==> src/rtl/cbus_pkg.sv <==
// Common cache-bus types shared by the cache ports, the arbiter and the memory side.
package cbus_pkg;

   typedef logic [31:0] addr_t;
   typedef logic [63:0] word_t;
   typedef logic [7:0]  strobe_t;
   typedef logic [2:0]  msize_t;
   typedef logic [3:0]  mlen_t;

   localparam msize_t MSIZE1 = 3'd0;
   localparam msize_t MSIZE2 = 3'd1;
   localparam msize_t MSIZE4 = 3'd2;
   localparam msize_t MSIZE8 = 3'd3;

   // Burst length is encoded as beats-1.
   localparam mlen_t MLEN1  = 4'd0;
   localparam mlen_t MLEN2  = 4'd1;
   localparam mlen_t MLEN4  = 4'd3;
   localparam mlen_t MLEN8  = 4'd7;
   localparam mlen_t MLEN16 = 4'd15;

   typedef struct packed {
      logic    valid;
      logic    is_write;
      msize_t  size;
      addr_t   addr;
      mlen_t   len;
      strobe_t strobe;
      word_t   data;
   } cbus_req_t;

   typedef struct packed {
      logic  ready;
      logic  last;
      word_t data;
   } cbus_resp_t;

endpackage

==> src/rtl/cbus_arbiter_rr_rr_picker.sv <==
// Combinational winner selection: fixed priority (lowest index) or round-robin from rr_ptr.
module rr_picker #(
   parameter int unsigned NUM_CHANNELS = 4
) (
   input  logic [NUM_CHANNELS-1:0]         valid,
   input  logic [$clog2(NUM_CHANNELS)-1:0] rr_ptr,
   input  logic [NUM_CHANNELS-1:0]         exclude,
   input  logic                            rr_mode,
   output logic                            found,
   output logic [$clog2(NUM_CHANNELS)-1:0] index
);

   localparam int unsigned IDX_W = $clog2(NUM_CHANNELS);

   logic [NUM_CHANNELS-1:0] cand;
   int unsigned             pos;

   assign cand = valid & ~exclude;

   // Scan candidates starting at rr_ptr (RR) or index 0 (fixed); first hit wins.
   always_comb begin
      found = 1'b0;
      index = '0;
      pos   = 0;
      for (int unsigned k = 0; k < NUM_CHANNELS; k++) begin
         pos = rr_mode ? ((32'(rr_ptr) + k) % NUM_CHANNELS) : k;
         if (!found && cand[pos[IDX_W-1:0]]) begin
            found = 1'b1;
            index = pos[IDX_W-1:0];
         end
      end
   end

endmodule

==> src/rtl/cbus_arbiter_rr.sv <==
// N-channel cache-bus arbiter: grants one requester a whole burst onto the memory port.
module cbus_arbiter_rr
   import cbus_pkg::*;
#(
   parameter int unsigned NUM_CHANNELS = 4,
   parameter bit          RR_MODE      = 1'b1,
   parameter bit          BACK_TO_BACK = 1'b0
) (
   input  logic                            clk,
   input  logic                            reset,
   input  cbus_req_t                       ireqs  [NUM_CHANNELS],
   output cbus_resp_t                      iresps [NUM_CHANNELS],
   output cbus_req_t                       oreq,
   input  cbus_resp_t                      oresp,
   output logic                            grant_valid,
   output logic [$clog2(NUM_CHANNELS)-1:0] grant_idx,
   output logic                            proto_err
);

   localparam int unsigned IDX_W = $clog2(NUM_CHANNELS);

   typedef logic [IDX_W-1:0] idx_t;
   typedef enum logic {IDLE, BUSY} arb_state_t;

   arb_state_t state_q, state_d;
   idx_t       grant_q, grant_d;
   idx_t       rr_ptr_q, rr_ptr_d;
   logic [3:0] beat_cnt_q, beat_cnt_d;
   logic       proto_err_q, proto_err_d;
   cbus_req_t  hold_q, hold_d;

   logic [NUM_CHANNELS-1:0] req_valid;
   logic [NUM_CHANNELS-1:0] excl;
   idx_t                    next_ptr;
   idx_t                    pick_ptr;
   logic                    pick_found;
   idx_t                    pick_idx;
   logic                    burst_end;

   assign burst_end = (state_q == BUSY) && oresp.ready && oresp.last;
   assign next_ptr  = (grant_q == idx_t'(NUM_CHANNELS - 1)) ? '0 : grant_q + idx_t'(1);
   // At burst end the decision already uses the pointer the burst is about to leave behind.
   assign pick_ptr  = (state_q == BUSY) ? next_ptr : rr_ptr_q;

   // Collect request valids; the current owner is excluded from a back-to-back decision.
   always_comb begin
      req_valid = '0;
      excl      = '0;
      for (int i = 0; i < NUM_CHANNELS; i++) begin
         req_valid[i] = ireqs[i].valid;
      end
      if (state_q == BUSY) begin
         excl[grant_q] = 1'b1;
      end
   end

   rr_picker #(
      .NUM_CHANNELS (NUM_CHANNELS)
   ) u_picker (
      .valid   (req_valid),
      .rr_ptr  (pick_ptr),
      .exclude (excl),
      .rr_mode (RR_MODE),
      .found   (pick_found),
      .index   (pick_idx)
   );

   // Next-state: arbitration in IDLE, beat counting and burst-end handling in BUSY.
   always_comb begin
      state_d     = state_q;
      grant_d     = grant_q;
      rr_ptr_d    = rr_ptr_q;
      beat_cnt_d  = beat_cnt_q;
      proto_err_d = 1'b0;
      hold_d      = hold_q;
      unique case (state_q)
         IDLE: begin
            if (pick_found) begin
               state_d    = BUSY;
               grant_d    = pick_idx;
               hold_d     = ireqs[pick_idx];
               beat_cnt_d = '0;
            end
         end
         BUSY: begin
            if (oresp.ready && beat_cnt_q != 4'd15) begin
               beat_cnt_d = beat_cnt_q + 4'd1;
            end
            if (burst_end) begin
               // beat_cnt holds beats before this one, so beat_cnt+1 != len+1 reduces to this.
               proto_err_d = (beat_cnt_q != hold_q.len);
               if (RR_MODE) begin
                  rr_ptr_d = next_ptr;
               end
               beat_cnt_d = '0;
               if (BACK_TO_BACK && pick_found) begin
                  grant_d = pick_idx;
                  hold_d  = ireqs[pick_idx];
               end else begin
                  state_d = IDLE;
               end
            end
         end
         default: state_d = IDLE;
      endcase
   end

   // State registers with synchronous reset; an in-flight burst is simply dropped.
   always_ff @(posedge clk) begin
      if (reset) begin
         state_q     <= IDLE;
         grant_q     <= '0;
         rr_ptr_q    <= '0;
         beat_cnt_q  <= '0;
         proto_err_q <= 1'b0;
         hold_q      <= '0;
      end else begin
         state_q     <= state_d;
         grant_q     <= grant_d;
         rr_ptr_q    <= rr_ptr_d;
         beat_cnt_q  <= beat_cnt_d;
         proto_err_q <= proto_err_d;
         hold_q      <= hold_d;
      end
   end

   // Output mux: latched command, live write data, response routed only to the owner.
   always_comb begin
      oreq = '0;
      for (int i = 0; i < NUM_CHANNELS; i++) begin
         iresps[i] = '0;
      end
      if (state_q == BUSY && !reset) begin
         oreq           = hold_q;
         oreq.valid     = 1'b1;
         oreq.data      = ireqs[grant_q].data;
         oreq.strobe    = ireqs[grant_q].strobe;
         iresps[grant_q] = oresp;
      end
   end

   assign grant_valid = (state_q == BUSY);
   assign grant_idx   = grant_q;
   assign proto_err   = proto_err_q;

endmodule
==> config.mk <==
export PLATFORM = sky130hd
export DESIGN_NAME = cbus_arbiter_rr
export DESIGN_NICKNAME = d
export VERILOG_FILES = /design/src/rtl/cbus_pkg.sv /design/src/rtl/cbus_arbiter_rr_rr_picker.sv /design/src/rtl/cbus_arbiter_rr.sv
export SDC_FILE = /design/constraint.sdc
export NUM_CORES = 1
export LEC_CHECK = 0
export CORE_AREA = 3 3 353 355
export DETAILED_ROUTE_END_ITERATION = 6
export DIE_AREA = 0 0 356 358
export GPL_TIMING_DRIVEN = 0
export PLACE_DENSITY = 0.3
export SLEW_MARGIN = 20
export SYNTH_ARGS = -nofsm -noshare
export SYNTH_HDL_FRONTEND = slang
export SYNTH_HIERARCHICAL = 1
export SYNTH_SLANG_ARGS = --single-unit
==> constraint.sdc <==
create_clock -name clk -period 4.7 [get_ports clk]
set_input_delay 1.175 -clock clk [delete_from_list [all_inputs] [get_ports clk]]
set_output_delay 1.175 -clock clk [all_outputs]
set_load 0.02 [all_outputs]
### Word level (Yosys, flattened, before mapping)

Index checks and enable logic that the tools add are counted.

| storage, ports and cells | value |
|---|---|
| bits in registers | 50 |
| bits of input ports | 520 |
| output and inout bits | 381 |
| logic and storage cells | 90 |

| cells by class | value |
|---|---|
| add/sub/neg operators | 5 |
| order comparisons | 9 |
| equality and inequality tests | 5 |
| multiplexer cells | 38 |
| bitwise logic cells | 7 |
| reduce and logical (&&, ||, !) cells | 17 |

Operator list:

| operator | number |
|---|---|
| $bmux W113 S2 | 2 |
| $and A264 B264 Y264 | 1 |
| $mux W264 | 1 |
| $mux W112 | 2 |
| $mux W72 | 2 |
| $demux W66 S2 | 1 |
| $mux W113 | 1 |
| $mux W66 | 1 |
| $mux W4 | 4 |
| $lt A2 B3 Y1 const B | 5 |
| $mux W2 | 6 |
| $mux W1 | 11 |
| $logic_and A1 B1 Y1 | 9 |
| $bmux W1 S2 | 4 |
| $pmux W4 S2 | 1 |
| $ge A3 B3 Y1 const B | 2 |
| $not A2 Y3 | 2 |
| $reduce_and A2 Y1 | 3 |
| $add A2 B1 Y2 const B | 2 |
| $add A2 B2 Y2 const B | 2 |
| $add A4 B1 Y4 const B | 1 |
| $and A4 B4 Y4 | 1 |
| $logic_not A1 Y1 | 4 |
| $ne A4 B4 Y1 | 1 |
| other kinds (11) | 12 |

### Depth between registers and ports, before layout

Gate-level depths: netlist (run 1).

| depth | value |
|---|---|
| depth after elaboration | 23 |
| depth in mapped cells | 15 |
| gate-level depth less buffers | 10 |

### Modules after synthesis

The synthesis (run 1) kept the hierarchy.

Modules (own cells, without submodules):

| module | instances | cells each | area an instance (um^2) | seq. area each (um^2) |
|---|---|---|---|---|
| cbus_arbiter_rr | 1 | 793 | 6,648.9 | 1,001.0 |
| rr_picker | 1 | 23 | 153.9 | 0.0 |

### Worst setup path before layout (run 1)

Ideal clock, no wire load.

| timing path | value |
|---|---|
| path kind | register -> register |
| from | reg grant_q[1], in the netlist grant_idx[1] |
| to | reg hold_q[100] (netlist bit) |
| library setup time | 117 ps |
| data arrival time | 3,456 ps |
| required time | 4,583 ps |
| slack | 1,127 ps |
| stages on the path, launching flop included | 16 |
| buffers on the path | 5 |
| period minus slack after synthesis | 3,573 ps |
| path through | dfxtp_1 -> buf_2 -> buf_2 -> inv_1 -> ha_1 -> nand2_1 -> clkbuf_1 -> inv_1 -> nand2b_1 -> nor4_1 -> a31oi_1 -> o221ai_2 -> buf_2 -> buf_6 -> mux4_2 -> a22o_1 |

| between the ends | value |
|---|---|
| cells in the longest elaborated chain, start to end | 23 |
| elaborated cells between the ends (all ways) | 42 |
| classes of those cells | add/sub (4); order compare (2); eq/ne (1); mux (24); bitwise (3); reduce/logical (8) |

Ends and longest elaborated chain:

| item | line | text |
|---|---|---|
| start, declared | cbus_arbiter_rr.sv:26 | `idx_t grant_q, grant_d;` |
| start signal, assigned | cbus_arbiter_rr.sv:119 | `grant_q <= grant_d;` |
| $lt A2 B3 Y1 (implied by the code) / $ge A2 B1 Y1 (equally long branches) | cbus_arbiter_rr.sv:53 | `excl[grant_q] = 1'b1;` |
| $logic_and A1 B1 Y1 (implied by the code) | cbus_arbiter_rr.sv:53 |  |
| $mux W1 (implied by the code) | cbus_arbiter_rr.sv:53 |  |
| $demux W1 S2 (*) | cbus_arbiter_rr.sv:53 |  |
| $mux W4 (*) | cbus_arbiter_rr.sv:52 | `if (state_q == BUSY) begin` |
| via excl[1] | cbus_arbiter_rr.sv:33 | `logic [NUM_CHANNELS-1:0] excl;` |
| $not A4 Y4 (*) | cbus_arbiter_rr_rr_picker.sv:18 | `assign cand = valid & ~exclude;` |
| $and A4 B4 Y4 (*) | cbus_arbiter_rr_rr_picker.sv:18 |  |
| (+8 left out) | n/a |  |
| $mux W1 | cbus_arbiter_rr_rr_picker.sv:27 | `if (!found && cand[pos[IDX_W-1:0]]) begin` |
| $logic_not A1 Y1 | cbus_arbiter_rr_rr_picker.sv:27 |  |
| $logic_and A1 B1 Y1 | cbus_arbiter_rr_rr_picker.sv:27 |  |
| $mux W2 (*) | cbus_arbiter_rr_rr_picker.sv:27 |  |
| via pick_idx[0] | cbus_arbiter_rr.sv:37 | `idx_t pick_idx;` |
| $not A2 Y3 (implied by the code) (*) | cbus_arbiter_rr.sv:81 | `hold_d = ireqs[pick_idx];` |
| $bmux W113 S2 (*) | cbus_arbiter_rr.sv:81 |  |
| $mux W112 (implied by the code) (*) (2 in series) | cbus_arbiter_rr.sv:81 |  |
| end signal, assigned | cbus_arbiter_rr.sv:123 | `hold_q <= hold_d;` |
| end, declared | cbus_arbiter_rr.sv:30 | `cbus_req_t hold_q, hold_d;` |

The timed path passes the listed nets; every way through them passes the cells marked *. The select of a mux whose other input is x is not followed.
A chain may end at the register's enable or synchronous reset.

==> results of run 1 <==
-- synth_stat cells, types with 4 or more instances --
library cell,instances
nand2_1,83
inv_1,9
a22o_1,40
nor2_1,270
dfxtp_1,50
nor2b_1,5
ha_1,5
nand3_1,6
xor2_1,4
clkbuf_1,37
and2_1,112
buf_6,10
buf_2,32
o21ai_0,4
mux4_2,112
a21oi_1,5
-- power by group through the flow --
stage	Combinational, mW	Sequential, mW	Clock, mW
final	1.78	0.509	0.447
after global routing	1.91	0.518	0.492
after CTS	1.84	0.512	0.487
after detailed placement	1.83	0.520	0
after global placement	1.82	0.519	0
after floorplan	0.786	0.505	0
-- critical path, cell delays in order --
cell             delay, ns
buf_2                 0.18
inv_1                 0.15
nand2_1               0.25
clkbuf_2              0.34
nor2_1                0.48
clkdlybuf4s50_1       0.71
-- metal layers --
layer / share of wire [%] / global-route usage (%) / vias to the layer above
met2: 49 / 19.9 / 571
met4: 2.2 / 2.53 / 0
met3: 9.1 / 3.52 / 46
li1: - / - / 4684
met1: 39 / 13.4 / 5058
met5: 0 / 0 / -
-- cell families after synthesis --
| kind of cell | after synthesis |
|---|---|
| xor+xnor | 4 |
| mux | 117 |
| buf+inv | 90 |
| compound gates | 61 |
| fa+ha+maj | 5 |
| flops | 50 |
| other cells | 1 |
| simple gates | 488 |
-- placed cells by master, fill, tap and decap left out, types with 3 or more instances in the layout --
cell type,n
clkdlybuf4s50_1,895
nor2_1,270
and2_1,112
mux4_2,112
nand2_1,81
dfxtp_1,48
a22o_1,40
clkbuf_1,29
buf_2,28
buf_6,11
inv_1,9
clkbuf_2,9
nand3_1,6
nor2b_1,5
a21oi_1,5
ha_1,5
clkbuf_16,5
buf_4,4
o21ai_0,4
xor2_1,4
dlygate4sd2_1,4
conb_1,4
diode_2,3
nand2b_1,3
mux2i_1,3
a31oi_1,3
nand2_2,3
-- final cells by class --
cell class / instances / area (um^2) / share of cell area [%]
inverter: 9 / 33.8 / 0.187
antenna: 3 / 7.51 / 0.0416
clock inverter: 2 / 37.5 / 0.208
timing repair buffer: 899 / 8990 / 49.9
multi-input combinational: 679 / 5360 / 29.7
sequential: 50 / 1000 / 5.56
clock buffer: 6 / 129 / 0.714
buffer: 80 / 444 / 2.46
tap: 1625 / 2030 / 11.3
-- sequential cells by signal, summed over array words and instances, names as in the netlist --
name / flops
beat_cnt_q: 4
grant_valid: 1
grant_idx: 2
rr_ptr_q: 2
hold_q: 40
proto_err: 1
-- timing repair --
item | in CTS | in global routing
pin swaps | 0 | 0
gates resized for setup | 15 | 10
hold endpoints to repair | 0 | 0
endpoints found under the setup margin | 278 | 68
-- worst paths after layout --
check	startpoint	endpoint
hold / removal	hold_q[109]	hold_q[109]
setup / recovery	reset	iresps[98]
setup reg to reg	grant_idx[0]	hold_q[89]
hold reg to reg	hold_q[109]	hold_q[109]
-- stage by stage --
stage	cell area, um^2	utilization (%)	TNS, ns	power, mW
6_report	18000	14.8	0	2.74
4_1_cts	18000	14.8	0	2.84
3_3_place_gp	17800	14.7	-80.04	2.34
2_1_floorplan	6810	-	0	1.29
3_5_place_dp	17800	14.7	-90.33	2.35
5_1_grt	18000	14.8	0	2.92
==> impl_metrics.env, run 1 <==
export IMPL_ir_drop_v=0.000165
export IMPL_reg2reg_slack_ns=0.47
export IMPL_coreArea_um2=122000
export IMPL_numPortBuffers=899
export IMPL_netlist_area_um2=6800
export IMPL_final_nets=2249
export IMPL_grt_pass1_wl_um=98500
export IMPL_cts_buffer_depth=2
export IMPL_nFillCells=13800
export IMPL_cap_violations=0
export IMPL_clkTransAtPathRegs_ns=0.07
export IMPL_yosys_area_top_type_share_pct=37.1
export IMPL_reg2reg_depth=15
export IMPL_cts_tree="yes"
export IMPL_min_path_cells=1
export IMPL_overflow=0
export IMPL_p_int_mw=1.67
export IMPL_worstHoldPathType="reg2reg"
export IMPL_clock_power_share_pct=16.4
export IMPL_finClkSkew_ns=0.00639
export IMPL_fp_dieH_um=358
export IMPL_ys_ff_latch=50
export IMPL_setup_ws_ns=0.223
export IMPL_synth_flop_cell="dfxtp_1"
export IMPL_place_ws_ns=-1.08
export IMPL_postRouteAntennaNets=0
export IMPL_drt_iter0_drc=617
export IMPL_track_usage_pct=11.3
export IMPL_crit_type="in2out"
export IMPL_viasPerCell=3.09
export IMPL_rows=128
export IMPL_grt_max_degree=20
export IMPL_cp_start_kind="primary input"
export IMPL_cts_root_buf="clkbuf_16"
export IMPL_worst_pin_slew_ns=0.959
export IMPL_synth_edf_count=0
export IMPL_p_comb_share_pct=65.1
export IMPL_synth_mux_area_share_pct=37.9
export IMPL_p_per_area_nw_per_um2=152
export IMPL_place_hpwl_um=69400
export IMPL_area_growth_pct=165
export IMPL_async_reset_ff_share_pct=0
export IMPL_leakagePower_nw=5.99
export IMPL_swShare_pct=38.9
export IMPL_firstDrtPassIters=5
export IMPL_numClockSinks=50
export IMPL_synth_seq_area_share_pct=14.7
export IMPL_drc=0
export IMPL_cts_setup_buffers=0
export IMPL_drt_wl_total_um=77200
export IMPL_die_x_um=356
export IMPL_rsz0062_at_grt="false"
export IMPL_final_hold_viol_count=0
export IMPL_cts_made_buffers=5
export IMPL_setup_violations=0
export IMPL_layoutNonFillerInstCount=3353
export IMPL_synth_cell_types=37
export IMPL_die_area_um2=127000
export IMPL_synth_xor_area_share_pct=0.515
export IMPL_worstSetupEndpointType="primary output"
export IMPL_required_ns=3.52
export IMPL_period_share_pct=95.3
export IMPL_whs_ns=0.474
export IMPL_ys_top_cells_by_area="mux4_2, nor2_1, dfxtp_1"
export IMPL_synth_compound_area_share_pct=7.23
export IMPL_cts_htree_levels=2
export IMPL_syn_inst=816
export IMPL_yosys_area_share_simple_pct=31.9
export IMPL_p_sw_mw=1.06
export IMPL_worstPathMaxFanout=10
export IMPL_globalplace_congestion=0.899
export IMPL_synth_top_family_by_area="multiplexers"
export IMPL_yosys_warnings=6
export IMPL_clk_latency_ns=0.31
export IMPL_fin_crit_ns=4.48
export IMPL_grt_pass1_vias=10800
export IMPL_syn_avg_cell_area_um2=8.34
export IMPL_synth_adder_area_share_pct=0.920
export IMPL_critical_path_arrival_ns=3.30
export IMPL_place_inst=3343
export IMPL_antenna_found_initial=16
export IMPL_cts_hold_buf=0
export IMPL_status="complete, no violations"
export IMPL_vias=10400
export IMPL_max_freq_mhz=223
export IMPL_ios=901
export IMPL_maxSlewViolCount=0
export IMPL_wl_per_cell_um=23.0
export IMPL_drive_above_1_share_pct=10.4
export IMPL_seq_power_share_pct=18.6
export IMPL_yosys_area_top_type="mux4_2"
export IMPL_start_util_pct=5.59
export IMPL_slew_limit_headroom_pct=36.1
No activity file was read; power rests on OpenSTA's default activity.
==> run 2, diff against run 1 <==
==> constraint.sdc (replaced) <==
create_clock -name clk -period 4.7 [get_ports clk]
set_input_delay 0.705 -clock clk [delete_from_list [all_inputs] [get_ports clk]]
set_output_delay 0.705 -clock clk [all_outputs]
set_load 0.05 [all_outputs]
==> run 2 against run 1 <==
Sequential share of layout area hardly changed. Power is 8.4% higher. Global-route usage about the same. Critical path depth up 2.
==> impl_metrics.env, run 2 (same netlist as run 1, synthesis figures left out) <==
export IMPL_drt_wl_total_um=77100
export IMPL_wl_per_cell_um=23.0
export IMPL_max_freq_mhz=226
export IMPL_final_common_cell="clkdlybuf4s50_1"
export IMPL_drive_above_1_share_pct=9.92
export IMPL_final_cell_mix="clkdlybuf4s50_1, nor2_1, and2_1, mux4_2, nand2_1"
export IMPL_critPathMaxStageDelay_ns=0.79
export IMPL_slew_limit_headroom_pct=36.0
export IMPL_leakagePower_nw=5.95
export IMPL_cts_tree="yes"
export IMPL_drc=0
export IMPL_grt_max_degree=20
export IMPL_globalplace_congestion=0.899
export IMPL_clk_latency_ns=0.31
export IMPL_rows=128
export IMPL_antenna_found_initial=16
export IMPL_die_x_um=356
export IMPL_ios=901
export IMPL_coreArea_um2=122000
export IMPL_rsz0062_at_grt="false"
export IMPL_timing_critical_path_mode_cell="buf_6"
export IMPL_power_mw=2.97
export IMPL_maxSlewViolCount=0
export IMPL_fin_crit_ns=4.43
export IMPL_cts_hold_buf=0
export IMPL_vias=10300
export IMPL_worstPathMaxFanout=10
export IMPL_grt_pass1_wl_um=98400
export IMPL_cts_setup_buffers=0
export IMPL_die_area_um2=127000
export IMPL_start_util_pct=5.59
export IMPL_place_ws_ns=-1.08
export IMPL_track_usage_pct=11.3
export IMPL_fp_dieH_um=358
export IMPL_numPortBuffers=899
export IMPL_top_register="hold_q"
export IMPL_crit_slowest_cell="clkdlybuf4s50_1"
export IMPL_largest_reg_flops=40
export IMPL_p_int_mw=1.67
export IMPL_worstHoldPathType="reg2reg"
export IMPL_crit_type="reg2out"
export IMPL_period_share_pct=94.3
export IMPL_reg2reg_slack_ns=0.43
export IMPL_cts_buffer_depth=2
export IMPL_cp_start_kind="register"
export IMPL_final_hold_viol_count=0
export IMPL_status="complete, no violations"
export IMPL_finClkSkew_ns=0.00858
export IMPL_place_hpwl_um=69400
export IMPL_postRouteAntennaNets=0
export IMPL_viasPerCell=3.08
export IMPL_clkTransAtPathRegs_ns=0.08
export IMPL_overflow=0
export IMPL_swShare_pct=43.7
export IMPL_firstDrtPassIters=5
export IMPL_setup_ws_ns=0.267
export IMPL_ir_drop_v=0.000165
export IMPL_cts_root_buf="clkbuf_16"
export IMPL_seq_power_share_pct=17.1
export IMPL_whs_ns=0.474
export IMPL_critical_path_arrival_ns=3.73
export IMPL_p_comb_share_pct=67.7
export IMPL_cts_htree_levels=2
export IMPL_required_ns=3.99
export IMPL_final_nets=2247
export IMPL_grt_pass1_vias=10800
export IMPL_p_per_area_nw_per_um2=165
export IMPL_place_inst=3343
export IMPL_area_growth_pct=165
export IMPL_cap_violations=0
export IMPL_clock_power_share_pct=15.1
export IMPL_layoutNonFillerInstCount=3352
export IMPL_p_sw_mw=1.30
export IMPL_setup_violations=0
export IMPL_crit_chain="buf_6 -> buf_6 -> inv_1 -> ha_1 -> nand2_1 -> clkbuf_1 -> nor2_1 -> clkdlybuf4s50_1"
export IMPL_drt_iter0_drc=581
export IMPL_numClockSinks=50
export IMPL_worstSetupEndpointType="primary output"
export IMPL_cts_made_buffers=5
export IMPL_worst_pin_slew_ns=0.961
export IMPL_largestRegisters="hold_q (40), beat_cnt_q (4)"
## run 2: changes by cell type in the layout (fill, tap and decap cells not counted)
cell,change
clkdlybuf4s50_1,+4
clkbuf_1,+6
nand2_1,+1
diode_2,+1
buf_4,-2
nand2_2,-1
buf_2,+2
dlygate4sd2_1,-4
clkbuf_2,-8
## run 2: final timing paths
| check | from | end | depth (start not counted) |
|---|---|---|---|
| max reg2reg | grant_idx[1] | hold_q[89] | 13 |
| min | hold_q[109] | hold_q[109] | 1 |
| max | grant_idx[0] | iresps[98] | 8 |
| min reg2reg | hold_q[109] | hold_q[109] | 1 |
## run 2: final cells by class
class	count	area, um^2
clock inverter	2	37.5
buffer	78	422
multi-input combinational	679	5360
antenna	4	10.0
inverter	9	33.8
clock buffer	6	129
timing repair buffer	899	9000
sequential	50	1000
fill	13800	104000
tap	1625	2030
## run 2: per-layer routing
layer / routed length (um) / global-route usage (%)
met5: 0 / 0
met2: 38100 / 19.9
met4: 1690 / 2.53
met3: 6830 / 3.52
met1: 30400 / 13.4
## run 2: worst max-delay path, delay by kind of cell, from the launching register on
kind,cells,cell delay (ns)
adder cells (fa/ha/maj),1,0.23
buffers and inverters,5,2.05
AND/OR/NAND/NOR,2,0.59
flip-flops,1,0.50
## run 2: power groups by stage
stage          clock, mW  sequential (mW)  combinational [mW]
2_1_floorplan          0            0.511                1.01
3_3_place_gp           0            0.519                2.05
3_5_place_dp           0            0.520                2.06
4_1_cts            0.487            0.512                2.07
5_1_grt            0.492            0.518                2.14
6_report           0.449            0.509                2.01
## run 2: repair_timing
item,CTS,global route
setup endpoints to repair,169,39
gates cloned,0,0
gates resized for setup,4,3
## run 2: stage by stage
step	TNS [ns]	cell area (um^2)	utilization (%)
detailed placement	-47.63	17800	14.7
finish	0	18000	14.8
CTS	0	18000	14.8
global route	0	18000	14.8
floorplan	0	6810	-
global placement	-40.14	17800	14.7
==> run 3, diff against run 2 <==
==> constraint.sdc (replaced) <==
create_clock -name clk -period 4.7 [get_ports clk]
set_input_delay 1.41 -clock clk [delete_from_list [all_inputs] [get_ports clk]]
set_output_delay 1.41 -clock clk [all_outputs]
set_load 0.05 [all_outputs]
==> run 3 against run 2 <==
Global-route usage up 0.054 points. Register-to-register slack better by 0.04 ns. Worst hold slack about the same. Setup slack worse by 0.22 ns. Via count up 0.26%. Sequential cell count unchanged. Utilization down 0.22 points. Clock skew down 0.0013 ns. Power down 1.9%. Highest routed layer is now met5.
==> impl_metrics.env, run 3 (same netlist as run 1, synthesis figures left out) <==
export IMPL_cts_htree_levels=2
export IMPL_start_util_pct=5.59
export IMPL_overflow=0
export IMPL_place_ws_ns=-1.09
export IMPL_p_sw_mw=1.29
export IMPL_worstPathMaxFanout=4
export IMPL_maxSlewViolCount=0
export IMPL_final_cell_mix="clkdlybuf4s50_1, nor2_1, dlygate4sd2_1"
export IMPL_clock_power_share_pct=15.3
export IMPL_critical_path_arrival_ns=3.24
export IMPL_setup_ws_ns=0.0512
export IMPL_nFillCells=13900
export IMPL_cts_hold_buf=0
export IMPL_firstDrtPassIters=5
export IMPL_worst_pin_slew_ns=0.974
export IMPL_crit_type="in2out"
export IMPL_rows=128
export IMPL_die_area_um2=127000
export IMPL_cts_made_buffers=5
export IMPL_setup_violations=0
export IMPL_leakagePower_nw=7.42
export IMPL_wl_per_cell_um=23.0
export IMPL_ir_drop_v=0.000165
export IMPL_cp_start_kind="primary input"
export IMPL_drt_iter0_drc=659
export IMPL_die_x_um=356
export IMPL_final_nets=2249
export IMPL_p_per_area_nw_per_um2=164
export IMPL_final_util_pct=14.6
export IMPL_viasPerCell=3.08
export IMPL_clk_latency_ns=0.32
export IMPL_largestRegisters="hold_q (40), beat_cnt_q (4)"
export IMPL_vias=10300
export IMPL_drc=0
export IMPL_multiInputGateArea_um2=5370
export IMPL_globalplace_congestion=0.899
export IMPL_drt_wl_total_um=77400
export IMPL_grt_max_degree=16
export IMPL_antenna_found_initial=16
export IMPL_status="complete, no violations"
export IMPL_cts_buffer_depth=2
export IMPL_slew_limit_headroom_pct=35.1
export IMPL_numPortBuffers=899
export IMPL_fin_crit_ns=4.65
export IMPL_p_int_mw=1.62
export IMPL_final_hold_viol_count=0
export IMPL_grt_pass1_wl_um=98700
export IMPL_seq_power_share_pct=17.5
export IMPL_worstHoldPathType="reg2reg"
export IMPL_ios=901
export IMPL_place_inst=3343
export IMPL_regArea_um2=1000
export IMPL_period_share_pct=98.9
export IMPL_drive_above_1_share_pct=19.4
export IMPL_cap_violations=0
export IMPL_max_freq_mhz=215
export IMPL_track_usage_pct=11.4
export IMPL_grt_pass1_vias=10800
export IMPL_swShare_pct=44.4
export IMPL_coreArea_um2=122000
export IMPL_top_register="hold_q"
export IMPL_required_ns=3.29
export IMPL_cts_tree="yes"
export IMPL_clkTransAtPathRegs_ns=0.07
export IMPL_p_comb_share_pct=67.2
export IMPL_layoutNonFillerInstCount=3356
export IMPL_finClkSkew_ns=0.00724
export IMPL_numClockSinks=50
export IMPL_fp_dieH_um=358
export IMPL_area_growth_pct=161
export IMPL_cts_root_buf="clkbuf_16"
export IMPL_final_common_cell="clkdlybuf4s50_1"
export IMPL_worstSetupEndpointType="primary output"
export IMPL_place_hpwl_um=69400
export IMPL_postRouteAntennaNets=0
export IMPL_largest_reg_flops=40
==> run 3: per-layer routing <==
| layer | GRT usage, % | vias to the layer above | part of all wire (%) |
|---|---|---|---|
| met5 | 0 | - | 0.017 |
| met4 | 2.54 | 2 | 2.4 |
| met3 | 3.57 | 55 | 8.9 |
| met2 | 20.0 | 554 | 49 |
| met1 | 13.5 | 5052 | 39 |
| li1 | - | 4682 | - |
==> run 3: final timing paths <==
kind,startpoint,end,slack (ns),depth (start not counted)
worst max register to register,grant_idx[0],hold_q[89],0.47,15
worst min register to register,hold_q[109],hold_q[109],0.47,1
worst min-delay path,hold_q[109],hold_q[109],0.47,1
worst max-delay path,oresp[24],iresps[24],0.05,4
==> run 3: layout make-up <==
type | instances | area share (%)
clock inverters | 2 | 0.211
well taps | 1625 | 11.5
multi-input cells | 679 | 30.2
clock buffers | 6 | 0.726
diodes | 6 | 0.0846
flip-flops and latches | 50 | 5.65
repair buffers | 899 | 48.8
inverters | 9 | 0.190
plain buffers | 80 | 2.66
==> run 3: timing repair <==
action                                  in CTS  in global routing
resized for setup                          580                114
setup buffers                                0                  0
endpoints found under the hold margin        0                  0
endpoints found under the setup margin     417                109
==> run 3: critical path: stages <==
cell	delay, ns
clkdlybuf4s50_1	0.67
nand2_1	0.20
nor2_1	0.13
clkdlybuf4s50_1	0.82
==> run 3: metrics by stage <==
stage / instance area [um^2] / TNS (ns) / hold WS, ns / power [mW]
after floorplan: 6810 / 0 / 0.434 / 1.52
after detailed placement: 17800 / -228.80 / 0.457 / 2.58
final: 17800 / 0 / 0.474 / 2.91
after global routing: 17700 / -0.00246 / 0.498 / 3.10
after CTS: 17800 / -0.00337 / 0.480 / 3.02
after global placement: 17800 / -216.21 / 0.452 / 2.57
==> run 3: power groups by stage <==
| stage | clock (mW) | combinational [mW] | sequential (mW) |
|---|---|---|---|
| floorplan | 0 | 1.01 | 0.511 |
| global placement | 0 | 2.05 | 0.519 |
| detailed placement | 0 | 2.06 | 0.520 |
| CTS | 0.487 | 2.02 | 0.512 |
| global route | 0.492 | 2.09 | 0.518 |
| finish | 0.447 | 1.96 | 0.509 |
